===== src/rtl/collector_2ch_32bit_if.sv =====
// Channel-side and output-side handshake bundle for the 2-channel collector.
// slave = collector view, master = source/sink view.
interface collector_2ch_32bit_if #(
  parameter int DATA_W = 32,
  parameter int CNT_W  = 16
);
  logic [DATA_W-1:0]   ch1_data;
  logic                ch1_valid;
  logic                ch1_ready;
  logic [DATA_W-1:0]   ch2_data;
  logic                ch2_valid;
  logic                ch2_ready;
  logic [2*DATA_W-1:0] out_data;
  logic                out_valid;
  logic                out_ready;
  logic [CNT_W-1:0]    pair_cnt;

  modport slave (
    input  ch1_data, ch1_valid,
    output ch1_ready,
    input  ch2_data, ch2_valid,
    output ch2_ready,
    output out_data, out_valid,
    input  out_ready,
    output pair_cnt
  );

  modport master (
    output ch1_data, ch1_valid,
    input  ch1_ready,
    output ch2_data, ch2_valid,
    input  ch2_ready,
    input  out_data, out_valid,
    output out_ready,
    input  pair_cnt
  );
endinterface


===== src/rtl/collector_2ch_32bit.sv =====
// Pairs one sample per channel into a {ch1,ch2} word; 2-cycle latency, 1 word/cycle.
// Backpressure: one word in the output reg plus one pair in the hold regs, then ch ready drops.
module collector_2ch_32bit #(
  parameter int DATA_W = 32,
  parameter int CNT_W  = 16
) (
  input  logic                 i_clk,
  input  logic                 i_rst,
  collector_2ch_32bit_if.slave io_bus
);

  typedef struct packed {
    logic [DATA_W-1:0] ch1;
    logic [DATA_W-1:0] ch2;
  } pair_t;

  logic [DATA_W-1:0] r_h1;
  logic [DATA_W-1:0] r_h2;
  logic              r_f1;
  logic              r_f2;
  pair_t             r_o;
  logic              r_ov;
  logic [CNT_W-1:0]  r_cnt;

  logic w_xfer;
  logic w_pop;
  logic w_rdy1;
  logic w_rdy2;
  logic w_acc1;
  logic w_acc2;

  // Hold regs drain into the output reg when it is empty or being emptied this cycle,
  // so a full hold reg can still take a fresh sample in the same cycle it transfers.
  assign w_xfer = r_f1 & r_f2 & (~r_ov | io_bus.out_ready);
  assign w_pop  = r_ov & io_bus.out_ready;
  assign w_rdy1 = ~r_f1 | w_xfer;
  assign w_rdy2 = ~r_f2 | w_xfer;
  assign w_acc1 = io_bus.ch1_valid & w_rdy1;
  assign w_acc2 = io_bus.ch2_valid & w_rdy2;

  always_ff @(posedge i_clk) begin
    if (i_rst) begin
      r_h1  <= '0;
      r_h2  <= '0;
      r_f1  <= 1'b0;
      r_f2  <= 1'b0;
      r_o   <= '0;
      r_ov  <= 1'b0;
      r_cnt <= '0;
    end else begin
      if (w_acc1) r_h1 <= io_bus.ch1_data;
      if (w_acc2) r_h2 <= io_bus.ch2_data;
      r_f1 <= w_acc1 | (r_f1 & ~w_xfer);
      r_f2 <= w_acc2 | (r_f2 & ~w_xfer);

      if (w_xfer) begin
        r_o.ch1 <= r_h1;
        r_o.ch2 <= r_h2;
      end
      r_ov <= w_xfer | (r_ov & ~w_pop);

      if (w_pop) r_cnt <= r_cnt + 1'b1;
    end
  end

  assign io_bus.ch1_ready = w_rdy1;
  assign io_bus.ch2_ready = w_rdy2;
  assign io_bus.out_data  = r_o;
  assign io_bus.out_valid = r_ov;
  assign io_bus.pair_cnt  = r_cnt;

endmodule


===== src/flat_wrapper.sv =====
// flat-port wrapper written by rule: the top's interface ports become plain ports
module collector_2ch_32bit_flat 
#(
  parameter int DATA_W = 32,
  parameter int CNT_W  = 16
)
  (i_clk, i_rst, io_bus_ch1_data, io_bus_ch1_valid, io_bus_ch1_ready, io_bus_ch2_data, io_bus_ch2_valid, io_bus_ch2_ready, io_bus_out_data, io_bus_out_valid, io_bus_out_ready, io_bus_pair_cnt);
  collector_2ch_32bit_if #(.DATA_W(DATA_W), .CNT_W(CNT_W)) io_bus_i ();
  input  logic i_clk;
  input  logic i_rst;
  input wire logic [$bits(io_bus_i.ch1_data)-1:0] io_bus_ch1_data;
  input wire logic [$bits(io_bus_i.ch1_valid)-1:0] io_bus_ch1_valid;
  output wire logic [$bits(io_bus_i.ch1_ready)-1:0] io_bus_ch1_ready;
  input wire logic [$bits(io_bus_i.ch2_data)-1:0] io_bus_ch2_data;
  input wire logic [$bits(io_bus_i.ch2_valid)-1:0] io_bus_ch2_valid;
  output wire logic [$bits(io_bus_i.ch2_ready)-1:0] io_bus_ch2_ready;
  output wire logic [$bits(io_bus_i.out_data)-1:0] io_bus_out_data;
  output wire logic [$bits(io_bus_i.out_valid)-1:0] io_bus_out_valid;
  input wire logic [$bits(io_bus_i.out_ready)-1:0] io_bus_out_ready;
  output wire logic [$bits(io_bus_i.pair_cnt)-1:0] io_bus_pair_cnt;
  assign io_bus_i.ch1_data = io_bus_ch1_data;
  assign io_bus_i.ch1_valid = io_bus_ch1_valid;
  assign io_bus_ch1_ready = io_bus_i.ch1_ready;
  assign io_bus_i.ch2_data = io_bus_ch2_data;
  assign io_bus_i.ch2_valid = io_bus_ch2_valid;
  assign io_bus_ch2_ready = io_bus_i.ch2_ready;
  assign io_bus_out_data = io_bus_i.out_data;
  assign io_bus_out_valid = io_bus_i.out_valid;
  assign io_bus_i.out_ready = io_bus_out_ready;
  assign io_bus_pair_cnt = io_bus_i.pair_cnt;
  collector_2ch_32bit #(.DATA_W(DATA_W), .CNT_W(CNT_W)) u_core (.i_clk(i_clk), .i_rst(i_rst), .io_bus(io_bus_i));
endmodule

===== config.mk =====
export PLATFORM = sky130hd
export DESIGN_NAME = collector_2ch_32bit_flat
export DESIGN_NICKNAME = d
export VERILOG_FILES = /design/src/rtl/collector_2ch_32bit_if.sv /design/src/rtl/collector_2ch_32bit.sv /design/src/flat_wrapper.sv
export SDC_FILE = /design/constraint.sdc
export NUM_CORES = 1
export LEC_CHECK = 0
export ABC_AREA = 1
export BUFFER_PORTS_ARGS = -buffer_cell sky130_fd_sc_hd__buf_2
export CAP_MARGIN = 20
export CORE_ASPECT_RATIO = 1.2
export CORE_UTILIZATION = 46
export DETAILED_ROUTE_END_ITERATION = 8
export PLACE_DENSITY = 0.79
export REMOVE_ABC_BUFFERS = 1
export SYNTH_ARGS = -nofsm -noshare
export SYNTH_HDL_FRONTEND = slang
export SYNTH_SLANG_ARGS = --single-unit

===== constraint.sdc =====
create_clock -name i_clk -period 1.6 [get_ports i_clk]
set_clock_uncertainty 0.1 [all_clocks]
set_input_delay 0.16 -clock i_clk [delete_from_list [all_inputs] [get_ports i_clk]]
set_output_delay 0.16 -clock i_clk [all_outputs]
set_load 0.01 [all_outputs]

==> flow_summary.json, run 1 <==
{
  "grt_pass1_wl_mm": 22.1,
  "io-pin-count": 152,
  "path_delay_family": "buffers and inverters",
  "final_nets": 969,
  "cts_inserted_buffers": 17,
  "synth_cell_types": 25,
  "ys_ff_latch": 147,
  "setup_slack_ps": 69.6,
  "overflow": 0,
  "drc_errors": 0,
  "max-slew-margin-rel": 0.755,
  "power_mw": 9.33,
  "critPathSlowestCell": "dlygate4sd3_1",
  "tns_ps": 0,
  "via_per_inst": 4.77,
  "grt_max_degree": 47,
  "grt_pass1_vias": 4868,
  "synth-warning-count": 0,
  "crit_required_ps": 1800,
  "syn2layout_area_growth_pct": 42.2,
  "cts.path.max_buffers": 2,
  "wl_mm": 13.8,
  "cts_tree": "yes",
  "ant_nets": 0,
  "place_ws_ps": 19.5,
  "syn_avg_cell_area_um2": 7.76,
  "ir_drop_v": 0.000756,
  "antenna_found_initial": 0,
  "path_cells": "nand3_4 > nand2_4 > a21oi_1 > dlygate4sd3_1",
  "place_congestion": 0.843,
  "start_util": 0.478,
  "hold_violations": 0,
  "synth-edff-count": 0,
  "clock_latency_ps": 410,
  "seq_area_frac_synth": 0.550,
  "synth.cell_area_mm2": 0.00535,
  "cts_max_level": 4,
  "post-dp-hpwl_mm": 7.90,
  "n_fill_cell": 873,
  "max_stage_delay_ps": 560,
  "dpl.cell_count": 965,
  "hold_path_class": "input pin to register",
  "synthFlopType": "dfxtp_1",
  "end_kind": "register",
  "via_count": 5090,
  "track_usage": 0.233,
  "rows": 42,
  "path_class": "register to register",
  "antenna_cells": 0,
  "layout-drive-gt1-share": 0.235,
  "cts.sinks": 147,
  "timing.hold.ws_ps": 91.8,
  "worst_pin_slew_ps": 364,
  "die_y_um": 120,
  "setup-violations-final": 0,
  "final-max-slew-violation-count": 0,
  "wl_per_cell_um": 13.0,
  "dr.pass1.iters": 4,
  "fin_cells": 1066,
  "arrival_ps": 1730,
  "status": "finished, final reports clean",
  "die_w_um": 100,
  "rsz0062_at_grt": "no",
  "clk_root_buffer_cell": "clkbuf_16",
  "path_clk_slew_ps": 60,
  "powerDensity_mw_per_mm2": 1230,
  "drv_cap": 0,
  "layout_min_cycle_time_ps": 1530,
  "p_leak_nw": 3.43,
  "die-area_mm2": 0.0121,
  "startpoint_type": "register",
  "fmax_mhz": 653,
  "drt-initial-drc-count": 206,
  "portBuffers": 151,
  "async_flop_share": 0,
  "core_area_mm2": 0.0112,
  "period_share": 0.956,
  "path_buf_inv": 1,
  "crit_path_max_fanout": 4,
  "syn_inst": 689
}
[layout make-up]
type	instances	area, um^2	share of cell area
inverter	24	97.6	0.0128
sequential	147	2950	0.387
tap	154	193	0.0253
clock inverter	12	203	0.0266
multi-input combinational	478	2110	0.277
timing repair buffer	231	1600	0.210
clock buffer	20	457	0.0600
[cells in the mapped netlist (3+ instances only)]
library cell	instances	area, um^2
nand2_1	29	109
buf_2	9	45.0
inv_1	19	71.3
o21ai_1	20	100
clkbuf_1	16	60.1
inv_2	3	11.3
o21ai_0	114	571
nand3_1	10	50.1
clkbuf_2	6	30.0
dfxtp_1	147	2940
a21oi_1	12	60.1
buf_6	9	101
nand2_4	4	45.0
nor3_1	3	15.0
nor2_1	277	1040
[sequential cells by signal, summed over array words and instances (netlist names)]
name and flops:
u_core.io_bus.out_data 64, u_core.r_f2 1, u_core.r_h1 32, u_core.io_bus.pair_cnt 16, u_core.r_h2 32, u_core.r_f1 1, u_core.io_bus.out_valid 1
[cell families after synthesis]
kind of cell	Yosys count	share of synthesized area
buf+inv	64	0.0618
simple gates	329	0.246
compound gates	148	0.139
flops	147	0.550
fa+ha+maj	1	0.00234
[what timing repair did]
item / CTS / global route
endpoints found under the setup margin: 1 / 89
hold endpoints to repair: 68 / 0
hold buffers: 68 / 0
gates cloned: 0 / 0
setup buffers: 1 / 0
resized for setup: 1 / 13
pin swaps: 1 / 1
[routing by layer]
| metal | part of all wire | vias up | track usage |
|---|---|---|---|
| met5 | 0 | - | 0 |
| met4 | 0.026 | 0 | 0.120 |
| met3 | 0.047 | 29 | 0.0606 |
| met2 | 0.51 | 151 | 0.410 |
| met1 | 0.42 | 2290 | 0.256 |
| li1 | - | 2620 | - |
[power by group]
part / internal, mW / total [mW] / leakage [nW] / switching, mW
registers: 3.89 / 4.00 / 1.21 / 0.111
clock network: 2.85 / 4.37 / 0.309 / 1.51
logic: 0.445 / 0.962 / 1.91 / 0.517
[worst reg2reg max path, delay by kind of cell, from the launching register on]
kind | cells | cell delay [ps]
flops | 1 | 420
simple gates | 2 | 260
compound gates | 1 | 70
buf+inv | 1 | 560
[path summary, 6_finish.rpt]
kind                            slack (ps)                        end              from  cells after the start
worst max register to register          70                u_core.r_f1       u_core.r_f1                      4
worst max-delay path                    70                u_core.r_f1       u_core.r_f1                      4
worst min register to register         370            u_core.r_h1[10]   u_core.r_h1[10]                      2
worst min-delay path                    90  u_core.io_bus.pair_cnt[0]  io_bus_out_ready                      3
[per-stage QoR]
step | instance area [um^2] | utilization
floorplan | 5110 | -
CTS | 7560 | 0.675
finish | 7610 | 0.680
global route | 7610 | 0.680
detailed placement | 6210 | 0.555
global placement | 6210 | 0.555
[cells in the final DEF (no fill, tap or decap)]
cell | synthesis | routed
nor2_1 | 277 | 277
buf_2 | 9 | 151
dfxtp_1 | 147 | 144
o21ai_0 | 114 | 113
dlygate4sd3_1 | 0 | 68
nand2_1 | 29 | 29
o21ai_1 | 20 | 21
inv_1 | 19 | 19
clkbuf_16 | 0 | 17
a21oi_1 | 12 | 12
nand3_1 | 10 | 8
bufinv_16 | 0 | 5
buf_12 | 0 | 5
clkinvlp_4 | 0 | 4
buf_4 | 0 | 4
clkinv_2 | 1 | 3
nor3_1 | 3 | 3
buf_6 | 9 | 3
dfxtp_2 | 0 | 3
nand2_2 | 2 | 2
nand2_4 | 4 | 2
inv_2 | 3 | 2
nand2_8 | 0 | 2
inv_6 | 0 | 2
nand3_2 | 0 | 2
clkbuf_8 | 0 | 2
nand3_4 | 1 | 1
nor3_4 | 1 | 1
nor2_4 | 0 | 1
nand4_1 | 1 | 1
o21a_1 | 1 | 1
o21bai_1 | 1 | 1
ha_2 | 0 | 1
clkbuf_1 | 16 | 1
clkinv_4 | 0 | 1
(Power assumes the default switching activity.)
==> inputs of run 2 (changes only) <==
clock period = 2 ns   (was 1.6 ns; I/O delays follow)
==> run 2 against run 1 <==
Against the previous run:
- sequential share of layout area grew 0.88 points
- non-clock buffer count down 11
- maximum frequency fell by 14%
- via count down 0.29%
- critical path depth increased by 3
- final area shrank 2.4%
- die area stayed put
- sequential power shrank 20%
- wire length is 3.7% lower
- largest power group unchanged
==> flow_summary.json, run 2 (same netlist as run 1, synthesis figures left out) <==
{
  "status": "finished, final reports clean",
  "die_w_um": 100,
  "rsz0062_at_grt": "no",
  "cts.path.max_buffers": 2,
  "path_cells": "nand2_2 > nand3_4 > nand2_4 > nand2_4 > clkinv_2 > nor2_1 > nor2_1",
  "timing.hold.ws_ps": 23.1,
  "grt_max_degree": 86,
  "die_y_um": 120,
  "max_stage_delay_ps": 370,
  "final_cell_mix": "277 x nor2_1, 151 x buf_2, 147 x dfxtp_1",
  "start_util": 0.478,
  "clk_root_buffer_cell": "clkbuf_16",
  "drc_errors": 0,
  "path_delay_family": "simple AND/OR/NAND/NOR gates",
  "hold_violations": 0,
  "power_mw": 7.46,
  "cts_tree": "yes",
  "cts.sinks": 147,
  "crit_path_max_fanout": 32,
  "layout-drive-gt1-share": 0.220,
  "post-dp-hpwl_mm": 7.65,
  "grt_pass1_vias": 4614,
  "rows": 42,
  "fin_cells": 1052,
  "startpoint_type": "register",
  "fmax_mhz": 563,
  "hold_path_class": "input pin to register",
  "arrival_ps": 1970,
  "final-max-slew-violation-count": 0,
  "io-pin-count": 152,
  "setup-violations-final": 0,
  "antenna_cells": 0,
  "p_leak_nw": 3.37,
  "core_area_mm2": 0.0112,
  "clock_latency_ps": 410,
  "grt_pass1_wl_mm": 21.5,
  "dpl.cell_count": 959,
  "path_buf_inv": 1,
  "path_class": "register to register",
  "track_usage": 0.227,
  "final_nets": 958,
  "fin_util": 0.664,
  "portBuffers": 151,
  "tns_ps": 0,
  "placed_area_mm2": 0.00612,
  "post_cts.repair.setup_buffers": 0,
  "layout_min_cycle_time_ps": 1780,
  "via_per_inst": 4.82,
  "antenna_found_initial": 0,
  "largest_register_ffs": 64,
  "place_ws_ps": 224,
  "layout.cells.most_common": "nor2_1",
  "drt-initial-drc-count": 213,
  "cts_inserted_buffers": 17,
  "max-slew-margin-rel": 0.697,
  "via_count": 5075,
  "ant_nets": 0,
  "syn2layout_area_growth_pct": 38.9,
  "design_area_mm2": 0.00743,
  "wl_per_cell_um": 12.6,
  "period_share": 0.888,
  "drv_cap": 0,
  "setup_slack_ps": 225,
  "dr.pass1.iters": 5,
  "place_congestion": 0.843,
  "crit_required_ps": 2200,
  "overflow": 0,
  "wl_mm": 13.3,
  "powerDensity_mw_per_mm2": 1000,
  "die-area_mm2": 0.0121,
  "path_clk_slew_ps": 60,
  "end_kind": "register",
  "worst_pin_slew_ps": 454,
  "cts_max_level": 4,
  "ir_drop_v": 0.000527,
  "critPathSlowestCell": "dfxtp_1"
}
[run 2: cell type report]
class,count,area [um^2]
Timing Repair Buffer,220,1460
Clock inverter,9,204
Inverter,24,97.6
Tap cell,154,193
Multi-Input combinational cell,478,2080
Fill cell,951,3760
Sequential cell,147,2940
Clock buffer,20,457
[run 2: per-layer routing]
metal | GRT usage | wire [um]
met5 | 0 | 0
met4 | 0.124 | 442
met3 | 0.0437 | 677
met2 | 0.384 | 6640
met1 | 0.269 | 5550
[run 2: report_power, final]
group,switching (mW),internal [mW],total [mW]
Sequential,0.0882,3.11,3.20
Combinational,0.397,0.329,0.726
Clock,1.15,2.39,3.54
[run 2: path summary, 6_finish.rpt]
path / cells past startpoint / slack, ps / end / from
max: 7 / 220 / u_core.r_h1[19] / u_core.io_bus.out_valid
min reg2reg: 2 / 370 / u_core.io_bus.out_data[10] / u_core.io_bus.out_data[10]
min: 3 / 20 / u_core.r_h2[18] / io_bus_ch2_data[18]
max reg2reg: 7 / 220 / u_core.r_h1[19] / u_core.io_bus.out_valid
[run 2: what timing repair did]
| action | 4_1_cts | 5_1_grt |
|---|---|---|
| gates resized for setup | 0 | 1 |
| hold endpoints to repair | 64 | 0 |
| hold buffers | 64 | 0 |
| setup endpoints to repair | 0 | 1 |
[run 2: worst register-to-register path, stage by stage (launching register included)]
cell and delay [ps]:
dfxtp_1 370, nand2_2 100, nand3_4 230, nand2_4 100, nand2_4 70, clkinv_2 350
nor2_1 260, nor2_1 80
==> inputs of run 3 (changes only) <==
--- a/config.mk
+++ b/config.mk
@@ -10,7 +10,7 @@
 export CAP_MARGIN = 20
 export CORE_ASPECT_RATIO = 1.2
-export CORE_UTILIZATION = 46
+export CORE_UTILIZATION = 55
 export DETAILED_ROUTE_END_ITERATION = 8
-export PLACE_DENSITY = 0.79
+export PLACE_DENSITY = 0.91
 export REMOVE_ABC_BUFFERS = 1
 export SYNTH_ARGS = -nofsm -noshare
==> constraint.sdc (replaced) <==
create_clock -name i_clk -period 2 [get_ports i_clk]
set_clock_uncertainty 0.1 [all_clocks]
set_input_delay 0.1 -clock i_clk [delete_from_list [all_inputs] [get_ports i_clk]]
set_output_delay 0.1 -clock i_clk [all_outputs]
set_load 0.01 [all_outputs]
==> run 3 against run 2 <==
Against the previous run:
- via count is 3.6% higher
- register-to-register slack hardly changed
- flip-flop and latch count stayed put
- global-route usage is 5.9 points higher
- largest cell class unchanged
- highest routed layer unchanged
==> flow_summary.json, run 3 (same netlist as run 1, synthesis figures left out) <==
{
  "clk_root_buffer_cell": "clkbuf_16",
  "clock_latency_ps": 410,
  "p_clk_frac": 0.453,
  "design_area_mm2": 0.00741,
  "tns_ps": 0,
  "fmax_mhz": 557,
  "track_usage": 0.287,
  "reg2reg_setup_slack_ps": 230,
  "layout_min_cycle_time_ps": 1790,
  "setup-violations-final": 0,
  "die_w_um": 92.0,
  "syn2layout_area_growth_pct": 38.5,
  "drv_cap": 0,
  "cts.sinks": 147,
  "start_util": 0.565,
  "max-slew-margin-rel": 0.719,
  "layout.cells.most_common": "nor2_1",
  "dr.pass1.iters": 5,
  "hold_violations": 0,
  "portBuffers": 151,
  "p_int_mw": 5.50,
  "place_congestion": 0.880,
  "post_cts.repair.setup_buffers": 0,
  "layout-drive-gt1-share": 0.225,
  "worst_pin_slew_ps": 421,
  "post-dp-hpwl_mm": 7.73,
  "grt_max_degree": 102,
  "p_sw_mw": 1.74,
  "drt-initial-drc-count": 276,
  "crit_required_ps": 2240,
  "path_clk_slew_ps": 60,
  "period_share": 0.897,
  "path_class": "input pin to register",
  "overflow": 0,
  "final_cell_mix": "277 x nor2_1, 151 x buf_2, 147 x dfxtp_1",
  "wl_mm": 14.3,
  "ant_nets": 0,
  "die-area_mm2": 0.0101,
  "end_kind": "register",
  "arrival_ps": 2030,
  "wl_per_cell_um": 13.9,
  "ir_drop_v": 0.000618,
  "placed_area_mm2": 0.00610,
  "status": "finished, final reports clean",
  "cts_tree": "yes",
  "fin_cells": 1031,
  "antenna_found_initial": 1,
  "largest_register_ffs": 64,
  "io-pin-count": 152,
  "rsz0062_at_grt": "no",
  "seq_power_share": 0.443,
  "dpl.cell_count": 930,
  "grt_pass1_vias": 4895,
  "final-max-slew-violation-count": 0,
  "core_area_mm2": 0.00947,
  "cts.path.max_buffers": 2,
  "startpoint_type": "input pin",
  "via_per_inst": 5.10,
  "grt_pass1_wl_mm": 22.3,
  "swShare": 0.241,
  "cts_inserted_buffers": 17,
  "rows": 39,
  "die_y_um": 110,
  "drc_errors": 0,
  "combPwrFrac": 0.104,
  "via_count": 5259,
  "cts_max_level": 4,
  "power_mw": 7.24,
  "n_fill_cell": 614,
  "final_nets": 964,
  "crit_path_max_fanout": 33,
  "hold_path_class": "input pin to register",
  "powerDensity_mw_per_mm2": 977,
  "p_leak_nw": 3.37
}
==> run 3: cell type report <==
| type | count | area [um^2] | area share |
|---|---|---|---|
| diodes | 1 | 2.50 | 0.000338 |
| clock buffers | 19 | 453 | 0.0611 |
| clock inverters | 13 | 174 | 0.0235 |
| inverters | 24 | 95.1 | 0.0128 |
| multi-input cells | 478 | 2080 | 0.280 |
| flip-flops and latches | 147 | 2940 | 0.397 |
| well taps | 123 | 154 | 0.0208 |
| repair buffers | 226 | 1510 | 0.204 |
==> run 3: power by group through the flow <==
stage / Combinational (mW) / Sequential [mW] / Clock (mW)
finish: 0.756 / 3.21 / 3.28
global route: 0.844 / 3.22 / 3.46
CTS: 0.735 / 3.20 / 3.31
detailed placement: 0.623 / 3.26 / 0
global placement: 0.604 / 3.26 / 0
floorplan: 0.342 / 3.28 / 0
==> run 3: metal layers <==
layer  vias to the layer above  GRT usage  share of wire
li1                       2614          -              -
met1                      2370      0.306           0.38
met2                       227      0.521           0.53
met3                        48     0.0700          0.057
met4                         0      0.160          0.039
met5                         -          0              0
==> run 3: worst paths after layout <==
path / startpoint / cells after the start / endpoint
worst max-delay path: io_bus_out_ready / 10 / u_core.r_h2[11]
worst min-delay path: io_bus_ch1_valid / 5 / u_core.r_h1[25]
worst max register to register: u_core.r_f2 / 6 / u_core.r_h2[11]
worst min register to register: u_core.io_bus.out_data[18] / 2 / u_core.io_bus.out_data[18]
==> run 3: timing repair <==
item / CTS / global route
hold buffers: 68 / 0
resized for setup: 0 / 0
hold endpoints to repair: 69 / 0
==> run 3: worst max-delay path, cell delays in order <==
cell	delay, ps
dlygate4sd3_1	540
buf_2	120
inv_1	40
nand2_2	70
nand3_4	220
nand2_4	160
nand2_4	200
inv_4	340
nor2_1	90
nor2_1	130
==> run 3: through the flow <==
stage,util,hold WS [ps],setup WS (ps)
global placement,0.644,243,326
floorplan,-,69.1,141
CTS,0.783,213,194
global route,0.783,272,57.5
finish,0.783,231,206
detailed placement,0.644,250,260
